## config.mk

```make
export PLATFORM = sky130hd
export DESIGN_NAME = io_sequencer
export DESIGN_NICKNAME = d
export VERILOG_FILES = /design/src/rtl/io_sequencer.sv
export SDC_FILE = /design/constraint.sdc
export NUM_CORES = 1
export LEC_CHECK = 0
export CAP_MARGIN = 20
export CORE_ASPECT_RATIO = 1.2
export CORE_MARGIN = 3
export CORE_UTILIZATION = 40
export CTS_BUF_LIST = sky130_fd_sc_hd__clkbuf_16
export DETAILED_ROUTE_END_ITERATION = 12
export GPL_TIMING_DRIVEN = 0
export PLACE_DENSITY = 0.63
export SKIP_LAST_GASP = 1
export SYNTH_ARGS = -nofsm -noshare
export SYNTH_HDL_FRONTEND = slang
export SYNTH_SLANG_ARGS = --single-unit
```

## constraint.sdc

```tcl
create_clock -name Clock -period 8.14 [get_ports Clock]
set_clock_uncertainty 0.2 [all_clocks]
set_input_delay 1.628 -clock Clock [delete_from_list [all_inputs] [get_ports Clock]]
set_output_delay 1.628 -clock Clock [all_outputs]
set_load 0.02 [all_outputs]
```

## src/rtl/io_sequencer.sv

```systemverilog
// io_sequencer: registered command latch with capture handshake on the input side,
// and a DEPTH-entry (cmd, data) FIFO drained over valid/ready on the output side.
module io_sequencer #(
    parameter int IC_N  = 5,
    parameter int OD_N  = 32,
    parameter int OC_N  = 2,
    parameter int DEPTH = 4
) (
    input  logic            Clock,
    input  logic            Reset,
    input  logic            in_valid,
    input  logic [IC_N-1:0] in_cmd,
    output logic            in_ack,
    output logic            cmd_valid,
    output logic [IC_N-1:0] cmd_Q,
    input  logic            cmd_take,
    input  logic            push_ack,
    input  logic            push_num,
    input  logic [OD_N-1:0] push_data,
    output logic            full,
    output logic            overflow,
    output logic            out_valid,
    output logic [OC_N-1:0] out_cmd,
    output logic [OD_N-1:0] out_data,
    input  logic            out_ready
);

    localparam logic [OC_N-1:0] OC_NON = '0;
    localparam logic [OC_N-1:0] OC_ACK = OC_N'(1);
    localparam logic [OC_N-1:0] OC_NUM = OC_N'(2);

    localparam int PW = $clog2(DEPTH);
    localparam int CW = PW + 1;
    localparam int EW = OC_N + OD_N;

    // ------------------------------------------------------------------
    // Input side: single-entry command latch
    // ------------------------------------------------------------------
    typedef enum logic [1:0] {
        ST_IDLE  = 2'd0,
        ST_HOLD  = 2'd1,
        ST_DRAIN = 2'd2
    } in_state_t;

    in_state_t       state_q, state_d;
    logic [IC_N-1:0] cmd_q, cmd_d;
    logic            ack_q, ack_d;

    always_ff @(posedge Clock) begin
        if (!Reset) begin
            state_q <= ST_IDLE;
            cmd_q   <= '0;
            ack_q   <= 1'b0;
        end else begin
            state_q <= state_d;
            cmd_q   <= cmd_d;
            ack_q   <= ack_d;
        end
    end

    always_comb begin
        state_d = state_q;
        cmd_d   = cmd_q;
        ack_d   = 1'b0;
        case (state_q)
            ST_IDLE: begin
                if (in_valid) begin
                    state_d = ST_HOLD;
                    cmd_d   = in_cmd;
                    ack_d   = 1'b1;
                end
            end
            ST_HOLD: begin
                if (cmd_take) state_d = ST_DRAIN;
            end
            // Wait for the producer to drop in_valid so a held level is captured once.
            ST_DRAIN: begin
                if (!in_valid) state_d = ST_IDLE;
            end
            default: state_d = ST_IDLE;
        endcase
    end

    assign in_ack    = ack_q;
    assign cmd_valid = (state_q == ST_HOLD);
    assign cmd_Q     = cmd_q;

    // ------------------------------------------------------------------
    // Output side: circular FIFO of {cmd, data} records
    // ------------------------------------------------------------------
    logic [EW-1:0] mem_q [DEPTH];
    logic [PW-1:0] rd_ptr_q, rd_ptr_d;
    logic [PW-1:0] wr_ptr_q, wr_ptr_d;
    logic [CW-1:0] count_q, count_d;
    logic          overflow_q, overflow_d;

    logic          pop;
    logic [1:0]    need;
    logic [CW:0]   free_slots;
    logic          accept;
    logic          we0, we1;
    logic [PW-1:0] wr_addr1;
    logic [EW-1:0] wr_data0;
    logic [EW-1:0] ack_entry;
    logic [1:0]    added;
    logic [EW-1:0] head;

    assign ack_entry = {OC_ACK, {OD_N{1'b0}}};

    always_comb begin
        pop        = (count_q != '0) && out_ready;
        need       = {1'b0, push_num} + {1'b0, push_ack};
        // A pop in the same cycle frees its slot for the push decision.
        free_slots = (CW+1)'(DEPTH) - {1'b0, count_q} + (CW+1)'(pop);
        accept     = ((CW+1)'(need) <= free_slots);
        added      = accept ? need : 2'd0;
        we0        = accept && (push_num || push_ack);
        we1        = accept && push_num && push_ack;
        wr_addr1   = wr_ptr_q + PW'(1);
        wr_data0   = push_num ? {OC_NUM, push_data} : ack_entry;
        wr_ptr_d   = wr_ptr_q + PW'(added);
        rd_ptr_d   = rd_ptr_q + PW'(pop);
        count_d    = count_q + CW'(added) - CW'(pop);
        overflow_d = overflow_q || ((need != 2'd0) && !accept);
    end

    always_ff @(posedge Clock) begin
        if (!Reset) begin
            rd_ptr_q   <= '0;
            wr_ptr_q   <= '0;
            count_q    <= '0;
            overflow_q <= 1'b0;
        end else begin
            rd_ptr_q   <= rd_ptr_d;
            wr_ptr_q   <= wr_ptr_d;
            count_q    <= count_d;
            overflow_q <= overflow_d;
        end
    end

    // Storage carries no reset; empty-state outputs are masked by count below.
    always_ff @(posedge Clock) begin
        if (Reset) begin
            if (we0) mem_q[wr_ptr_q] <= wr_data0;
            if (we1) mem_q[wr_addr1] <= ack_entry;
        end
    end

    assign head      = mem_q[rd_ptr_q];
    assign out_valid = (count_q != '0);
    assign out_cmd   = out_valid ? head[EW-1:OD_N] : OC_NON;
    assign out_data  = out_valid ? head[OD_N-1:0] : '0;
    assign full      = (count_q >= CW'(DEPTH - 1));
    assign overflow  = overflow_q;

endmodule

```

==> results.toml, run 1 <==
[floorplan]
initial_utilization = 0.412
coreArea_um2 = 17800
die_h_um = 154
fp.dieW_um = 130
die_area_um2 = 20000
row_count = 53
io_pins = 88

[clocking]
insertion_delay_ns = 0.43
clk_pin_slew_ns = 0.06
h-tree-depth = 4
cts-buffers-inserted = 17
ctsHoldBuffers = 0
cts_tree = "yes"
cts_root_buf = "clkbuf_16"
cts_sinks = 152
cts_resized = 0
postCtsSetupBuffers = 0
cts.path.max_buffers = 2

[synthesis]
syn_avg_cell_area_um2 = 9.08
syn_inst = 807
ys_ff_latch = 152
synth-xor-area-share = 0.00478
synth_top_family_by_area = "compound AO/OA/AOI/OAI gates"
synth-warning-count = 0
synth-compound-area-share = 0.197
muxShareOfSynthArea = 0.111
synth_nets = 863
synthSimpleGateAreaFrac = 0.185
synthAdderAreaFrac = 0.0215
netlist_area_um2 = 7330
synth_cell_type_count = 38
yosysSeqAreaShare = 0.415

[drt]
drt_wl_total_um = 24200
vias_per_cell = 6.11
first_pass_iters = 5
dr_total_vias = 6993
ant_nets = 0
drc = 0
avgRoutedWirePerCell_um = 21.2
drtIter0Drc = 845

[sta]
fin_setup_tns_ns = 0
max_freq_mhz = 153
hold_viol = 0
holdWs_ns = 0.272
maxSlewViolCount = 0
finalSetupViolCount = 0
layout_min_cycle_time_ns = 6.55
worst_pin_slew_ns = 0.721
fin_crit_sh = 0.805
rsz0062_at_grt = "no"
slew-limit-headroom = 0.519

[worst_setup_path]
startpoint_type = "primary input"
r2r_slack_ns = 2.86
setup.worst_path.start = "push_num"
worst-setup-path-type = "primary input to flip-flop"
worst_ep_required_time_ns = 8.26
timing.critical_path.arrival_ns = 6.67
regToRegStartpoint = "count_q[2]"
endpoint_kind = "flip-flop"
crit_fanout = 10

[power_and_ir_drop]
p_sw_frac = 0.394
peakVddDrop_mv = 0.221
intPower_mw = 2.29
leakage_nw = 3.15
power_density_nw_per_um2 = 417
seqPwrFrac = 0.328
switchingPower_mw = 1.49
p_comb_frac = 0.456
pwr-share-clk = 0.215

[layout]
fillCellCount = 1689
nets = 969
antenna_cells = 0
area_growth_pct = 23.7
final_cells = 1145
drive_gt1_frac = 0.0962

[outcome]
outcome = "complete, no violations"

[placement]
port_buffers = 87
dp_hpwl_um = 16600
post-place-cells = 1114
gp_congestion = 0.854

[grt]
antenna_found_initial = 0
grt_pass1_wl_um = 38500
grt-ovfl-total = 0
grt_util_all_layers = 0.246
grt_max_degree = 17
grt_pass1_vias = 7127

[min_path]
hold_path.class = "flip-flop to flip-flop"
hp-start = "overflow"

[flow_run]
maxCapViolations = 0
## final timing paths
kind | end | depth (start not counted)
min | overflow | 1
max reg2reg | count_q[2] | 21
max | count_q[2] | 20
min reg2reg | overflow | 1
## worst max-delay path: stages
cell             delay (ns)
clkdlybuf4s50_1        0.49
clkbuf_1               0.35
clkbuf_1               0.44
clkbuf_1               0.51
inv_1                  0.10
ha_1                   0.31
inv_1                  0.06
ha_1                   0.13
nor2b_1                0.06
o221ai_2               0.30
buf_2                  0.29
buf_1                  0.49
nand2_1                0.17
ha_1                   0.31
inv_1                  0.04
ha_1                   0.18
fa_1                   0.37
xnor2_1                0.19
xnor2_1                0.08
and2_1                 0.15
## cell type report
cell class              count  area (µm²)  share of cell area
multi-input cells         546        3810               0.420
flip-flops and latches    152        3040               0.336
repair buffers             87         871              0.0961
plain buffers              97         429              0.0473
clock buffers              17         425              0.0469
well taps                 220         275              0.0304
clock inverters            14         166              0.0184
inverters                  12        45.0             0.00497
## kinds of logic after synthesis
group,Yosys count
flops,152
compound gates,279
simple gates,212
buf+inv,109
mux,39
fa+ha+maj,12
xor+xnor,4
## layout by cell type, fill, tap and decap left out, drive strengths merged, types with 4 or more instances in the layout
cell type / n
ha: 11
nand2: 6
mux4: 34
clkdlybuf4s50: 87
nor2: 5
bufinv: 4
nor3: 4
mux2i: 5
buf: 28
a21o: 9
and2: 41
nand2b: 4
clkinv: 7
nand4: 128
clkbuf: 86
nor2b: 9
o21ai: 132
inv: 15
dfxtp: 152
nand3: 7
a21oi: 133
## sequential cells by signal, summed over array words and instances, names as in the netlist
register,count
cmd_Q,5
count_q,3
in_ack,1
mem_q,136
overflow,1
rd_ptr_q,2
state_q,2
wr_ptr_q,2
## cell usage after synthesis, drive strengths merged
library cell | n | area share
nor2b | 9 | 0.0077
inv | 12 | 0.0061
buf | 28 | 0.023
clkbuf | 69 | 0.035
a21o | 9 | 0.0094
and2 | 41 | 0.035
o221a | 1 | 0.0015
or3 | 2 | 0.0017
nor3 | 4 | 0.0080
nand2 | 6 | 0.0031
or2 | 1 | 0.00085
xnor2 | 2 | 0.0024
ha | 11 | 0.019
o21a | 2 | 0.0020
mux4 | 34 | 0.10
o21ai | 132 | 0.090
nor4 | 1 | 0.0029
a21oi | 133 | 0.091
fa | 1 | 0.0027
a21boi | 1 | 0.0010
and3b | 1 | 0.0012
nand3 | 7 | 0.0048
nand2b | 4 | 0.0034
nand4 | 128 | 0.11
nor3b | 1 | 0.0017
nand3b | 1 | 0.0010
nor2 | 5 | 0.0026
dfxtp | 152 | 0.42
o221ai | 1 | 0.0020
and4bb | 1 | 0.0022
mux2i | 5 | 0.0068
xor2 | 2 | 0.0024
## per-stage QoR
step                      setup WS [ns]  power [mW]   util  instance area, µm²
final                              1.59        3.78  0.510                9070
after global routing               1.20        3.99  0.510                9070
after CTS                          1.61        3.77  0.510                9070
after floorplan                    2.78        2.32      -                7330
after global placement             1.27        2.93  0.477                8470
after detailed placement           1.21        2.96  0.477                8470
## power groups by stage
stage / logic [mW] / clock network [mW] / registers, mW
final: 1.72 / 0.813 / 1.24
after global routing: 1.88 / 0.847 / 1.27
after CTS: 1.72 / 0.817 / 1.23
after detailed placement: 1.71 / 0 / 1.25
after global placement: 1.69 / 0 / 1.24
after floorplan: 1.13 / 0 / 1.19
## per-layer routing
layer / track usage / wire (µm)
met5: 0 / 0
met4: 0.0950 / 614
met3: 0.0425 / 1690
met2: 0.403 / 12000
met1: 0.323 / 9980
Note: power is estimated with default switching activity, not from simulation.
==> run 2, diff against run 1 <==
--- a/config.mk
+++ b/config.mk
@@ -12,7 +12,7 @@
 export CTS_BUF_LIST = sky130_fd_sc_hd__clkbuf_16
 export DETAILED_ROUTE_END_ITERATION = 12
 export GPL_TIMING_DRIVEN = 0
-export PLACE_DENSITY = 0.63
+export PLACE_DENSITY = 0.66
 export SKIP_LAST_GASP = 1
 export SYNTH_ARGS = -nofsm -noshare
 export SYNTH_HDL_FRONTEND = slang
==> constraint.sdc (replaced) <==
create_clock -name Clock -period 5.6 [get_ports Clock]
set_clock_uncertainty 0.2 [all_clocks]
set_input_delay 1.12 -clock Clock [delete_from_list [all_inputs] [get_ports Clock]]
set_output_delay 1.12 -clock Clock [all_outputs]
set_load 0.02 [all_outputs]
==> results.toml, run 2 (synthesis results as in run 1) <==
[min_path]
hold_end = "overflow"
hold_path.class = "flip-flop to flip-flop"
hp-start = "overflow"
min_path_cells = 1

[grt]
grt_util_all_layers = 0.245
grt_pass1_vias = 7025
grt_max_degree = 20
grt-ovfl-total = 0
grt_pass1_wl_um = 38100
antenna_found_initial = 0

[floorplan]
initial_utilization = 0.412
coreArea_um2 = 17800
fp.dieW_um = 130
row_count = 53
io_pins = 88
die_h_um = 154
die_area_um2 = 20000

[clocking]
cts_sinks = 152
postCtsSetupBuffers = 0
insertion_delay_ns = 0.43
cts.path.max_buffers = 2
cts_tree = "yes"
cts-buffers-inserted = 17
cts_root_buf = "clkbuf_16"
h-tree-depth = 4
clk_pin_slew_ns = 0.06

[sta]
worst_pin_slew_ns = 0.692
maxSlewViolCount = 0
finalSetupViolCount = 0
slew-limit-headroom = 0.539
layout_min_cycle_time_ns = 5.37
fin_ws_ns = 0.228
rsz0062_at_grt = "no"
hold_viol = 0
fin_crit_sh = 0.959
fin_setup_tns_ns = 0
max_freq_mhz = 186

[layout]
nets = 968
area_growth_pct = 23.9
antenna_cells = 0
drive_gt1_frac = 0.103
largest_reg_flops = 136
final_common_cell = "dfxtp_1"
largest_register = "mem_q"
final_cell_mix = "dfxtp_1, a21oi_1, nand4_1"

[worst_setup_path]
crit_chain = "clkdlybuf4s50_1, clkbuf_1, clkbuf_2, clkbuf_2, inv_1, ha_1, inv_1, ha_1, nor2b_1, o221ai_2, buf_2, nand2_1, ha_1, inv_1, ha_1, fa_1, xnor2_1, xnor2_1, and2_1"
rr_endpoint = "count_q[2]"
timing.critical_path.arrival_ns = 5.50
regToRegStartpoint = "count_q[2]"
cpLargestDelayFamily = "buffers and inverters"
r2r_slack_ns = 0.67
worst_path_max_delay_cell = "clkdlybuf4s50_1"
crit_fanout = 19
endpoint_kind = "flip-flop"
path_buf_inv = 8
worst_ep_required_time_ns = 5.72
crit_top_cell = "ha_1"
slowest_delay_ns = 0.49
rr_worst_depth = 20
worst-setup-path-type = "primary input to flip-flop"
startpoint_type = "primary input"

[placement]
dpl_worst_slack_ns = -0.824
dp_hpwl_um = 16300
gp_congestion = 0.892
port_buffers = 87

[drt]
first_pass_iters = 5
avgRoutedWirePerCell_um = 21.0
dr_total_vias = 7028
drc = 0
drt_wl_total_um = 24100
ant_nets = 0
drtIter0Drc = 718
vias_per_cell = 6.14

[power_and_ir_drop]
peakVddDrop_mv = 0.294
power_density_nw_per_um2 = 606
leakage_nw = 3.15

[outcome]
outcome = "complete, no violations"

[flow_run]
maxCapViolations = 0
-- run 2: timing repair --
| action | CTS | global route |
|---|---|---|
| gates resized for setup | 1 | 2 |
| endpoints found under the setup margin | 2 | 1 |
| hold buffers | 0 | 0 |
| gates cloned | 0 | 0 |
| pin swaps | 0 | 0 |
-- run 2: worst reg2reg max path, stage by stage, from the launching register on --
cell and delay, ns:
dfxtp_1 0.43, or3_1 0.14, clkbuf_1 0.35, clkbuf_1 0.42, nand2_1 0.16, ha_1 0.22, inv_1 0.06, ha_1 0.22
inv_1 0.06, ha_1 0.22, nor2b_1 0.15, o221ai_2 0.32, buf_2 0.45, nand2_1 0.15, ha_1 0.29, inv_1 0.04
ha_1 0.18, fa_1 0.37, xnor2_1 0.19, xnor2_1 0.07, and2_1 0.15
-- run 2: layer usage --
layer	up-vias	part of all wire	global-route usage
met5	-	0	0
met4	0	0.029	0.110
met3	62	0.079	0.0456
met2	350	0.49	0.392
met1	3369	0.41	0.322
li1	3247	-	-
-- run 2: worst max-delay path by stage --
stage | from | to | slack [ns] | cells after the start
final | push_num | count_q[2] | 0.23 | 19
after global routing | push_num | count_q[2] | 0.03 | 19
after CTS | push_num | count_q[2] | 0.12 | 19
after detailed placement | push_num | count_q[2] | -0.82 | 20
after global placement | push_num | count_q[2] | -0.80 | 20
after floorplan | push_num | count_q[2] | 0.75 | 19
-- run 2: cell type report --
| type | count | area (µm²) |
|---|---|---|
| Tap cell | 220 | 275 |
| Inverter | 12 | 45.0 |
| Sequential cell | 152 | 3040 |
| Clock buffer | 17 | 425 |
| Multi-Input combinational cell | 546 | 3810 |
| Buffer | 96 | 428 |
| Clock inverter | 14 | 181 |
| Timing Repair Buffer | 87 | 871 |
| Fill cell | 1710 | 8690 |
-- run 2: per-stage QoR --
| step | instance area [µm²] | total power [mW] | util | hold slack [ns] | std cells |
|---|---|---|---|---|---|
| 2_1_floorplan | 7330 | 3.38 | - | 0.248 | 807 |
| 3_3_place_gp | 8470 | 4.25 | 0.477 | 0.247 | 1114 |
| 3_5_place_dp | 8470 | 4.29 | 0.477 | 0.256 | 1114 |
| 4_1_cts | 9080 | 5.49 | 0.511 | 0.271 | 1144 |
| 5_1_grt | 9080 | 5.83 | 0.511 | 0.289 | 1144 |
| 6_report | 9080 | 5.51 | 0.511 | 0.266 | 1144 |
-- run 2: power by group --
group	switching [mW]	internal, mW	total [mW]
Combinational	1.48	1.02	2.51
Clock	0.467	0.739	1.21
Sequential	0.224	1.57	1.79
Total	2.17	3.33	5.51
==> run 3, diff against run 2 <==
--- a/config.mk
+++ b/config.mk
@@ -8,11 +8,11 @@
 export CAP_MARGIN = 20
 export CORE_ASPECT_RATIO = 1.2
 export CORE_MARGIN = 3
-export CORE_UTILIZATION = 40
+export CORE_UTILIZATION = 35
 export CTS_BUF_LIST = sky130_fd_sc_hd__clkbuf_16
 export DETAILED_ROUTE_END_ITERATION = 12
 export GPL_TIMING_DRIVEN = 0
-export PLACE_DENSITY = 0.66
+export PLACE_DENSITY = 0.59
 export SKIP_LAST_GASP = 1
 export SYNTH_ARGS = -nofsm -noshare
 export SYNTH_HDL_FRONTEND = slang
==> results.toml, run 3 (synthesis results as in run 1) <==
[power_and_ir_drop]
seqPwrFrac = 0.330
p_sw_frac = 0.398
intPower_mw = 3.28
pwr-share-clk = 0.209
switchingPower_mw = 2.17
total_power_mw = 5.45
p_comb_frac = 0.461
peakVddDrop_mv = 0.280
power_density_nw_per_um2 = 600
leakage_nw = 3.13

[worst_setup_path]
startpoint_type = "primary input"
r2r_slack_ns = 0.68
crit_chain = "clkdlybuf4s50_1, clkbuf_2, clkbuf_2, clkbuf_2, inv_1, ha_1, inv_1, ha_1, nor2b_1, o221ai_2, buf_4, nand2_1, ha_1, inv_1, ha_1, fa_1, xnor2_1, xnor2_1, and2_1"
worst_path_max_delay_cell = "clkdlybuf4s50_1"
crit_top_cell = "ha_1"
timing.critical_path.arrival_ns = 5.29
worst-setup-path-type = "primary input to flip-flop"
slowest_delay_ns = 0.49
worst_ep_required_time_ns = 5.73
endpoint_kind = "flip-flop"
crit_fanout = 19

[min_path]
hold_path.class = "flip-flop to flip-flop"

[floorplan]
coreArea_um2 = 20400
io_pins = 88
die_h_um = 165
initial_utilization = 0.359
fp.dieW_um = 138
row_count = 57
die_area_um2 = 22700

[sta]
worst_pin_slew_ns = 0.740
hold_viol = 0
holdWs_ns = 0.272
slew-limit-headroom = 0.506
layout_min_cycle_time_ns = 5.16
finalSetupViolCount = 0
fin_crit_sh = 0.922
max_freq_mhz = 194
rsz0062_at_grt = "no"
maxSlewViolCount = 0
fin_setup_tns_ns = 0

[clocking]
cts_sinks = 152
cts.path.max_buffers = 2
insertion_delay_ns = 0.43
cts-buffers-inserted = 17
clk_pin_slew_ns = 0.06
cts_root_buf = "clkbuf_16"
cts_tree = "yes"
h-tree-depth = 4
ctsHoldBuffers = 0

[drt]
avgRoutedWirePerCell_um = 20.6
drt_wl_total_um = 24500
dr_total_vias = 6939
drc = 0
drtIter0Drc = 515
first_pass_iters = 7
vias_per_cell = 5.85
ant_nets = 0

[grt]
grt_pass1_wl_um = 38200
grt-ovfl-total = 0
grt_util_all_layers = 0.213
grt_max_degree = 20
antenna_found_initial = 0
grt_pass1_vias = 6670

[layout]
antenna_cells = 0
fillCellCount = 2075
final_common_cell = "dfxtp_1"
nets = 968
drive_gt1_frac = 0.101
final_util = 0.446
largest_register = "mem_q"
largest_reg_flops = 136
final_cell_mix = "dfxtp_1, a21oi_1, nand4_1"
area_growth_pct = 24.1

[placement]
port_buffers = 87
gp_congestion = 0.903
dp_hpwl_um = 17100

[flow_run]
maxCapViolations = 0

[outcome]
outcome = "complete, no violations"
run 3: path summary, 6_finish.rpt:
path,cells after the start,end,start
worst max-delay path,19,count_q[2],push_num
worst min-delay path,2,mem_q[2][12],mem_q[2][12]
worst max register to register,20,count_q[2],count_q[2]
worst min register to register,2,mem_q[2][12],mem_q[2][12]
run 3: area by class of cell:
| type | instances | area (µm²) | share of cell area |
|---|---|---|---|
| plain buffers | 96 | 432 | 0.0475 |
| clock buffers | 17 | 425 | 0.0468 |
| clock inverters | 12 | 136 | 0.0150 |
| inverters | 12 | 45.0 | 0.00495 |
| multi-input cells | 546 | 3810 | 0.419 |
| flip-flops and latches | 152 | 3040 | 0.335 |
| well taps | 265 | 332 | 0.0365 |
| repair buffers | 87 | 871 | 0.0957 |
run 3: per-layer routing:
layer / up-vias / wire (µm) / share of wire / track usage
li1: 3241 / - / - / -
met1: 3406 / 10400 / 0.42 / 0.268
met2: 251 / 12200 / 0.50 / 0.374
met3: 41 / 1310 / 0.053 / 0.0374
met4: 0 / 559 / 0.023 / 0.0710
met5: - / 0 / 0 / 0
run 3: power groups by stage:
stage | logic [mW] | registers (mW) | clock network, mW
after floorplan | 1.65 | 1.73 | 0
after global placement | 2.47 | 1.80 | 0
after detailed placement | 2.50 | 1.81 | 0
after CTS | 2.51 | 1.79 | 1.15
after global routing | 2.73 | 1.85 | 1.19
final | 2.52 | 1.80 | 1.14
run 3: stage by stage:
step	worst slack, ns	cell area, µm²	instances
after floorplan	0.751	7330	807
after global placement	-0.987	8530	1159
after detailed placement	-1.03	8530	1159
after CTS	0.133	9090	1187
after global routing	0.194	9090	1187
final	0.436	9090	1187
run 3: repair_timing:
item,in CTS,in global routing
setup endpoints to repair,3,1
pin swaps,0,0
gates resized for setup,2,4
setup buffers,0,0
run 3: worst max-delay path: cells and delay by family:
kind,cells,cell delay [ns]
AND/OR/NAND/NOR,3,0.33
AO/OA/AOI/OAI,1,0.40
XOR/XNOR,2,0.26
buffers and inverters,8,1.92
adder cells (fa/ha/maj),5,1.27
==> edit 1, RTL diff (flow settings as in run 3) <==
Put one more register stage on the output `overflow`, cleared by the reset. The value now appears one clock later. The other outputs are not delayed to match.
--- a/src/rtl/io_sequencer.sv
+++ b/src/rtl/io_sequencer.sv
@@ -151,7 +151,13 @@
     assign out_cmd   = out_valid ? head[EW-1:OD_N] : OC_NON;
     assign out_data  = out_valid ? head[OD_N-1:0] : '0;
     assign full      = (count_q >= CW'(DEPTH - 1));
-    assign overflow  = overflow_q;
+    always_ff @(posedge Clock) begin
+        if (!Reset) begin
+            overflow <= '0;
+        end else begin
+            overflow <= overflow_q;
+        end
+    end
 
 endmodule
 
Check against the original RTL: not equivalent (Yosys sat finds a counterexample within 4 cycles, from zero or initial values and one cycle with Reset low).
==> edit 1 against run 3 <==
  * Utilization is 0.21 points higher
  * Sequential power hardly changed
  * Setup slack worse by 110 ps
  * Power is 1.5% higher
  * Fmax decreased by 2.1%
  * Design area rose by 0.81%
  * Global-route usage up 0.15 points
  * First-iteration DRC count up 47%
  * Sequential cell count increased by 1
  * Routed wire length grew 1.9%
  * Synthesized area increased by 0.22%
  * Largest cell class unchanged
==> edit 1: results <==
metrics = {
    "drt": {
        "avgViaCountPerCell": 5.85,
        "drtPass1Iterations": 6,
        "dr.first_iter.drc_count": 759,
        "drt-total-wl_um": 24900,
    },
    "pwr": {
        "p_leak_uw": 0.00322,
        "vdd_drop_max_uv": 285,
    },
    "yosys": {
        "synth_top_flop_cell": "dfxtp_1",
        "ys_top_cells_by_count": "dfxtp_1, a21oi_1, nand4_1",
        "synth.top_cells.by_area": "dfxtp_1, nand4_1, mux4_2",
        "synthArstFlopShare": 0,
        "synth.distinct_cells": 36,
        "synth_fp_nets": 864,
        "yosys_warnings": 0,
        "ys_seq_area_frac": 0.417,
    },
    "clock_tree": {
        "cts_buffer_depth": 2,
        "cts-root-buf": "clkbuf_16",
        "worstSkewPairLatency_ps": 430,
        "numCtsBuffers": 17,
        "cts-htree-levels": 4,
        "cts_setup_buffers": 0,
        "clk_pin_slew_ps": 60,
    },
    "placement": {
        "place_hpwl_um": 17100,
        "place_area_sq_mm": 0.00855,
        "numPortBuffers": 87,
        "gp_congestion": 0.867,
    },
    "global_routing": {
        "track_usage": 0.215,
        "grt_antenna_before_repair": 0,
        "grt_pass1_vias": 6896,
        "grt_start_max_net_pins": 17,
        "grt_pass1_wl_um": 38700,
    },
    "critical_path": {
        "worstPathArrival_ps": 5410,
        "cpPeakStageDelay_ps": 490,
        "slowest_stage": "clkdlybuf4s50_1",
        "critPathTopFamily": "buffers and inverters",
        "cp_max_fo": 10,
    },
    "finish": {
        "antenna_cells": 0,
        "top_register": "mem_q",
        "largest_register_ffs": 136,
        "layout-drive-gt1-share": 0.108,
        "nFillCells": 2025,
        "final_nets": 970,
    },
    "outcome": {
        "outcome": "completed",
    },
    "hold_path": {
        "hold_path.class": "reg2reg",
    },
    "timing": {
        "worstMarginPinSlew_ps": 783,
    },
}
==> edit 1: report_power, final <==
| group | switching [uW] | total [uW] | internal (uW) | leakage (uW) |
|---|---|---|---|---|
| clock | 455 | 1230 | 776 | 0.000324 |
| sequential | 223 | 1800 | 1580 | 0.00126 |
| combinational | 1490 | 2500 | 1020 | 0.00163 |
==> edit 1: path summary, 6_finish.rpt <==
check | start | slack [ps] | depth (start not counted) | to
worst max-delay path | push_num | 320 | 20 | count_q[2]
worst min-delay path | overflow_q | 270 | 1 | overflow
worst max register to register | count_q[2] | 610 | 21 | count_q[2]
worst min register to register | overflow_q | 270 | 1 | overflow
==> edit 1: cell families after synthesis <==
| family | count (synthesis) | synth area share |
|---|---|---|
| AOI/OAI and AO/OA | 279 | 0.196 |
| xor gates and xnor gates | 4 | 0.00477 |
| adders and majority gates | 12 | 0.0215 |
| buffers and inverters | 109 | 0.0639 |
| DFF | 153 | 0.417 |
| muxes | 39 | 0.111 |
| and+or+nand+nor | 212 | 0.185 |
==> edit 1: layout make-up <==
class | count | area, sq um | share of cell area
clock inverters | 15 | 193 | 0.0210
well taps | 265 | 332 | 0.0362
clock buffers | 17 | 425 | 0.0464
plain buffers | 97 | 428 | 0.0467
repair buffers | 87 | 871 | 0.0950
inverters | 12 | 45.0 | 0.00491
flip-flops and latches | 153 | 3060 | 0.334
multi-input cells | 546 | 3810 | 0.416
==> edit 1: worst register-to-register path: cells and delay by family (launching register included) <==
kind	cells	cell delay [ps]
fa+ha+maj	6	1470
xor+xnor	2	260
simple gates	5	720
buf+inv	7	1570
flops	1	420
compound gates	1	240
==> edit 1: layer usage <==
metal / global-route usage / routed length, um / up-vias
met1: 0.265 / 10200 / 3354
met3: 0.0449 / 1770 / 60
li1: - / - / 3252
met2: 0.373 / 12300 / 309
met4: 0.0786 / 699 / 0
met5: 0 / 0 / -
==> edit 1: through the flow <==
stage / cells / TNS [ps] / total power (uW) / worst slack [ps]
2_1_floorplan: 808 / 0 / 3380 / 897
3_5_place_dp: 1160 / -1050 / 4300 / -612
3_3_place_gp: 1160 / -968 / 4260 / -586
6_report: 1192 / 0 / 5540 / 323
5_1_grt: 1192 / 0 / 5860 / 88.8
4_1_cts: 1192 / 0 / 5530 / 65.6
==> edit 1: timing repair <==
| action | 4_1_cts | 5_1_grt |
|---|---|---|
| endpoints found under the setup margin | 1 | 2 |
| gates cloned | 0 | 0 |
| gates resized for setup | 1 | 4 |
| endpoints found under the hold margin | 0 | 0 |
==> edit 2, RTL diff (settings of run 3) <==
Made on the original files. Change the parameter `OC_N` from 2 to 1.
--- a/src/rtl/io_sequencer.sv
+++ b/src/rtl/io_sequencer.sv
@@ -3,7 +3,7 @@
 module io_sequencer #(
     parameter int IC_N  = 5,
     parameter int OD_N  = 32,
-    parameter int OC_N  = 2,
+    parameter int OC_N  = 1,
     parameter int DEPTH = 4
 ) (
     input  logic            Clock,
Ports: changed (resized out_cmd); port bits go from 88 to 87. The function was not compared with the original's and may differ.
==> edit 2 against run 3 <==
  * Power fell by 7.4%
  * Routed wire length fell by 6.8%
  * Synthesized area fell by 1.4%
  * Setup slack improved by 44 ps
  * Sequential cell count fell by 4
  * Register-to-register slack improved by 460 ps
  * Design area fell by 1.9%
  * Global-route usage fell by 0.38 points
  * Critical path type unchanged
  * Largest cell class unchanged
==> edit 2: results <==
metrics = {
    "drt": {
        "vias": 6484,
        "wl_met3_um": 1310,
        "dr.first_iter.drc_count": 510,
        "drt-total-wl_um": 22800,
        "met2WireLength_um": 11200,
        "avgViaCountPerCell": 5.43,
    },
    "yosys": {
        "synthCells": 815,
        "synth_fa_ha_area_frac": 0.0218,
        "synth_compound_area_frac": 0.192,
        "ys_seq_area_frac": 0.410,
        "synth_xor_xnor_area_share": 0.00485,
    },
    "finish": {
        "n_all_buffers": 173,
        "layout.nonclk_buf_frac": 0.142,
        "fin_area_sq_mm": 0.00892,
        "clk_share": 0.0562,
        "multi_input_gates": 568,
        "multi_input_area_share": 0.428,
    },
    "placement": {
        "gp_congestion": 0.825,
        "numPortBuffers": 86,
        "dpl.cell_count": 1162,
        "place_area_sq_mm": 0.00841,
        "place_ws_ps": -232,
    },
    "global_routing": {
        "grt_pass1_wl_um": 35900,
        "grt_pass1_vias": 6424,
        "met2_usage": 0.349,
        "track_usage": 0.210,
        "use_met1": 0.272,
        "met3_usage": 0.0302,
    },
    "timing": {
        "relSlewSlack": 0.411,
        "timing.hold.ws_ps": 269,
    },
    "pwr": {
        "powerClk_uw": 989,
        "p_int_uw": 3050,
        "vdd_drop_max_uv": 292,
        "switchingPower_uw": 2000,
        "p_seq_frac": 0.335,
    },
    "outcome": {
        "outcome": "completed",
    },
    "critical_path": {
        "cp_max_fo": 10,
        "r2r_setup_slack_ps": 1140,
    },
    "floorplanning": {
        "die_w_um": 137,
    },
}
==> edit 2: cell count changes after synthesis, moves of 7 or more <==
cell / delta
nand4_1: -128
clkbuf_1: -9
buf_1: -8
nand2_1: +32
or3_1: +128
a21o_1: -7
==> edit 2: critical path: stages <==
cell             delay, ps
clkdlybuf4s50_1        490
clkbuf_1               390
clkbuf_1               530
inv_1                  240
ha_1                   360
inv_1                   70
ha_1                   140
nor2b_1                 60
o221ai_2               380
nand2_1                150
ha_1                   290
inv_1                   40
ha_1                   180
fa_1                   390
xnor2_1                150
xnor2_1                120
and2_1                 150
==> edit 2: timing repair <==
| action | 4_1_cts | 5_1_grt |
|---|---|---|
| endpoints found under the setup margin | 0 | 1 |
| hold endpoints to repair | 0 | 0 |
| gates resized for setup | 0 | 1 |
| hold buffers | 0 | 0 |
| setup buffers | 0 | 0 |
